==> config.mk <==
export PLATFORM = sky130hd
export DESIGN_NAME = ncc_window_ctrl
export DESIGN_NICKNAME = d
export VERILOG_FILES = /design/src/rtl/ncc_window_ctrl.sv
export SDC_FILE = /design/constraint.sdc
export NUM_CORES = 1
export LEC_CHECK = 0
export CAP_MARGIN = 5
export CORE_ASPECT_RATIO = 1.2
export CORE_MARGIN = 4
export CORE_UTILIZATION = 52
export CTS_CLUSTER_SIZE = 25
export DETAILED_ROUTE_END_ITERATION = 7
export PLACE_DENSITY = 0.91
export SLEW_MARGIN = 20
export SYNTH_ARGS = -nofsm -noshare
export SYNTH_HDL_FRONTEND = slang
export SYNTH_SLANG_ARGS = --single-unit
export TNS_END_PERCENT = 5
==> constraint.sdc <==
create_clock -name clk -period 4.75 [get_ports clk]
set_input_delay 1.425 -clock clk [delete_from_list [all_inputs] [get_ports clk]]
set_output_delay 1.425 -clock clk [all_outputs]
set_load 0.01 [all_outputs]
==> src/rtl/ncc_window_ctrl.sv <==
// Double-buffered fill controller for the NCC search-window row BRAMs.
// Scatters a raster pixel stream into per-row BRAMs and hands full banks to the correlator.
module ncc_window_ctrl #(
    parameter int ROWS = 16,
    parameter int COLS = 80,
    parameter int AW   = 10
) (
    input  logic            clk,
    input  logic            rst,
    input  logic            start,
    input  logic [7:0]      pix_in,
    input  logic            pix_valid,
    output logic            pix_ready,
    output logic [ROWS-1:0] wr_en,
    output logic [AW-1:0]   wr_addr,
    output logic [7:0]      wr_data,
    output logic            win_ready,
    output logic            win_bank,
    input  logic            win_release,
    output logic            busy,
    output logic [15:0]     windows_done
);

    localparam int RW = (ROWS > 1) ? $clog2(ROWS) : 1;
    localparam int CW = AW - 1;
    localparam logic [RW-1:0] ROW_LAST = RW'(ROWS - 1);
    localparam logic [CW-1:0] COL_LAST = CW'(COLS - 1);

    typedef enum logic [1:0] {IDLE, FILL, COMMIT} state_t;

    state_t          r_state;
    state_t          w_state_nxt;
    logic            r_fill_bank;
    logic            r_cons_bank;
    logic [1:0]      r_full;
    logic [1:0]      w_full_nxt;
    logic [RW-1:0]   r_row;
    logic [CW-1:0]   r_col;
    logic [ROWS-1:0] r_wr_en;
    logic [AW-1:0]   r_wr_addr;
    logic [7:0]      r_wr_data;
    logic [15:0]     r_windows_done;

    logic w_accept;
    logic w_last;
    logic w_start_ok;
    logic w_release_ok;

    assign w_accept     = (r_state == FILL) && pix_valid;
    assign w_last       = (r_row == ROW_LAST) && (r_col == COL_LAST);
    assign w_start_ok   = start && !r_full[r_fill_bank];
    assign w_release_ok = win_release && r_full[r_cons_bank];

    always_ff @(posedge clk) begin
        if (rst) r_state <= IDLE;
        else     r_state <= w_state_nxt;
    end

    always_comb begin
        w_state_nxt = r_state;
        case (r_state)
            IDLE:    if (w_start_ok) w_state_nxt = FILL;
            FILL:    if (w_accept && w_last) w_state_nxt = COMMIT;
            COMMIT:  w_state_nxt = IDLE;
            default: w_state_nxt = IDLE;
        endcase
    end

    // Commit and release never target the same bank, so both updates apply.
    always_comb begin
        w_full_nxt = r_full;
        if (r_state == COMMIT) w_full_nxt[r_fill_bank] = 1'b1;
        if (w_release_ok)      w_full_nxt[r_cons_bank] = 1'b0;
    end

    always_ff @(posedge clk) begin
        if (rst) begin
            r_fill_bank    <= 1'b0;
            r_cons_bank    <= 1'b0;
            r_full         <= 2'b00;
            r_row          <= '0;
            r_col          <= '0;
            r_wr_en        <= '0;
            r_wr_addr      <= '0;
            r_wr_data      <= '0;
            r_windows_done <= '0;
        end else begin
            r_wr_en <= '0;
            if ((r_state == IDLE) && w_start_ok) begin
                r_row <= '0;
                r_col <= '0;
            end else if (w_accept) begin
                r_wr_en   <= ROWS'(1) << r_row;
                r_wr_addr <= {r_fill_bank, r_col};
                r_wr_data <= pix_in;
                if (r_col == COL_LAST) begin
                    r_col <= '0;
                    r_row <= r_row + RW'(1);
                end else begin
                    r_col <= r_col + CW'(1);
                end
            end
            if (r_state == COMMIT) begin
                r_fill_bank    <= ~r_fill_bank;
                r_windows_done <= r_windows_done + 16'd1;
            end
            if (w_release_ok) r_cons_bank <= ~r_cons_bank;
            r_full <= w_full_nxt;
        end
    end

    assign pix_ready    = (r_state == FILL);
    assign busy         = (r_state != IDLE);
    assign wr_en        = r_wr_en;
    assign wr_addr      = r_wr_addr;
    assign wr_data      = r_wr_data;
    assign win_ready    = r_full[r_cons_bank];
    assign win_bank     = r_cons_bank;
    assign windows_done = r_windows_done;

endmodule
==> impl_metrics.ini <==
[timing]
setup_viol = 0
max_clock_freq_ghz = 0.325
rsz0062_at_grt = false
maxSlewViolCount = 0
maxSlewHeadroom = 0.400
fin_tns_setup_ns = 0
hold_viol = 0
worst_pin_slew_ns = 0.897
period_share = 0.649
fin_crit_ns = 3.08
fin_skew_ns = 0.00712

[clock_tree]
clk_latency_ns = 0.35
root_buffer = clkbuf_8
path_clk_slew_ns = 0.07
cts_buffers = 9
tritoncts = done
cts_buffer_depth = 2
hold_buffers = 0
post-cts-setup-buffer-count = 0
htree_levels = 3
cts_resized = 0
clock_sinks = 69

[synth]
syn_inst = 311
synth_area_leader_cell = dfxtp_1
syn_area_sq_um = 2710
ys_seq_area_frac = 0.510
yosys.cell_types.count = 36
yosys-top-cells-area = dfxtp_1, nand2_1, nor2_1
syn_avg_cell_area_sq_um = 8.71
ys_warn_count = 0
yosysTopAreaCellShare = 0.510
syn_nets = 332
ys_ff_latch = 69

[layout]
nets = 396
syn_to_final_growth_pct = 32.7
diodes = 0
layout_commonest_cell = dfxtp_1
fin_area_sq_um = 3590
drive_above_1_share = 0.0605
fin_cells = 440
layout_common_cells = dfxtp_1, clkdlybuf4s50_1, nand2_1, nor2_1, a21oi_1
n_fill_cell = 379

[pwr]
comb_power_share = 0.044
finalPower_mw = 1.10
p_clk_frac = 0.422
intPower_mw = 0.847
sw_frac_of_total = 0.229
p_seq_frac = 0.534
p_sw_mw = 0.251
cellLeakagePower_nw = 1.28
peakVddDrop_v = 0.000248
power_density_nw_per_um2 = 306

[global_routing]
grt_max_degree = 43
grt_pass1_wl_um = 9990
grt_pass1_vias = 2226
grt_overflow = 0
grtUsageTotal = 0.201
antenna_found_initial = 0

[setup_path]
startpoint_type = input port
end_kind = flip-flop
arrival_ns = 3.31
crit_fanout = 25
critPathRequiredTime_ns = 4.98
path_class = input port to flip-flop
reg2reg_to = r_col[7]
reg2reg_from = r_state[0]
r2r_slack_ns = 2.73
worst-r2r-cell-count = 4

[route]
dr.pass1.iters = 4
drt_iter0_drc = 117
vias = 2345
drcViolationCount = 0
antenna_left = 0
totalWireLength_um = 6000
vias_per_cell = 5.33
post_drt_wl_per_cell_um = 13.6

[floorplan]
rows = 28
die_y_um = 87.0
dieArea_sq_um = 6430
ios = 67
dieWidth_um = 73.9
start_util = 0.544
coreArea_sq_um = 4970

[hold_path]
holdPathStages = 2
holdPathEnd = wr_addr[9]
min_from = wr_addr[9]
hp-class = flip-flop to flip-flop

[placed_design]
port_buffers = 66
place_area_sq_um = 3400
dp.cells = 424
dp_hpwl_um = 4040
gp_congestion = 0.787

[flow_run]
cap_violations = 0

[run_status]
outcome = finished clean
sequential cells by signal (all words and copies together) (netlist names):
signal,cells
r_col,9
r_fill_bank,1
r_full,2
r_row,4
r_state,2
win_bank,1
windows_done,16
wr_addr,10
wr_data,8
wr_en,16
stage by stage:
stage / hold slack [ns] / setup WS, ns / util
after detailed placement: 0.447 / 1.31 / 0.684
after global routing: 0.479 / 1.44 / 0.722
final: 0.454 / 1.67 / 0.722
after floorplan: 0.469 / 2.29 / -
after CTS: 0.458 / 1.68 / 0.722
after global placement: 0.442 / 1.37 / 0.684
metal layers:
layer	share of wire	track usage
met1	0.42	0.235
met2	0.50	0.330
met3	0.056	0.0624
met4	0.019	0.0956
met5	0	0
power groups by stage:
stage	sequential, mW	combinational (mW)	clock [mW]
6_report	0.586	0.0486	0.464
5_1_grt	0.586	0.0531	0.501
4_1_cts	0.586	0.0490	0.470
3_5_place_dp	0.599	0.0486	0
3_3_place_gp	0.599	0.0475	0
2_1_floorplan	0.600	0.0226	0
synthesized netlist by cell type (all sizes together):
| cell type | count |
|---|---|
| dfxtp | 69 |
| nand2 | 57 |
| nor2 | 37 |
| a21oi | 27 |
| xnor2 | 14 |
| clkbuf | 13 |
| nor3 | 11 |
| ha | 8 |
| inv | 7 |
| nand3 | 7 |
| nand4 | 7 |
| nor4 | 7 |
| xor2 | 6 |
| o21ai | 5 |
| and3 | 4 |
| mux2i | 4 |
| or3 | 4 |
| nand2b | 3 |
| and3b | 2 |
| buf | 2 |
| nand3b | 2 |
| nor2b | 2 |
| nor3b | 2 |
| or2 | 2 |
| a21o | 1 |
| a22oi | 1 |
| a31oi | 1 |
| and2b | 1 |
| and4b | 1 |
| mux2 | 1 |
| nand4b | 1 |
| o22ai | 1 |
| or4 | 1 |
area by class of cell:
type	instances	area [sq um]	area share
Clock buffer	10	128	0.0355
Inverter	7	26.3	0.00731
Tap cell	60	75.1	0.0209
Clock inverter	6	63.8	0.0178
Timing Repair Buffer	68	676	0.188
Multi-Input combinational cell	220	1240	0.346
Sequential cell	69	1380	0.385
logic make-up after synthesis:
family	Yosys count	synth area share
XOR/XNOR	20	0.0647
flip-flops	69	0.510
buffers and inverters	22	0.0310
AND/OR/NAND/NOR	151	0.269
multiplexers	5	0.0189
adder cells (fa/ha/maj)	8	0.0370
AO/OA/AOI/OAI	36	0.0693
worst max-delay path, cell delays in order:
cell	delay [ns]
clkdlybuf4s50_1	0.51
nand3b_1	0.62
nor4_1	0.54
xnor2_1	0.16
nor2_1	0.05
how the worst max path moves through the flow:
stage | from | to | slack [ns] | cells after the start
floorplan | pix_valid | r_row[3] | 2.29 | 4
global placement | pix_valid | r_col[8] | 1.37 | 5
detailed placement | pix_valid | r_col[7] | 1.31 | 5
CTS | pix_valid | r_col[7] | 1.68 | 5
global route | pix_valid | r_col[8] | 1.44 | 5
finish | pix_valid | r_col[7] | 1.67 | 5
No activity file was read; power rests on OpenSTA's default activity.
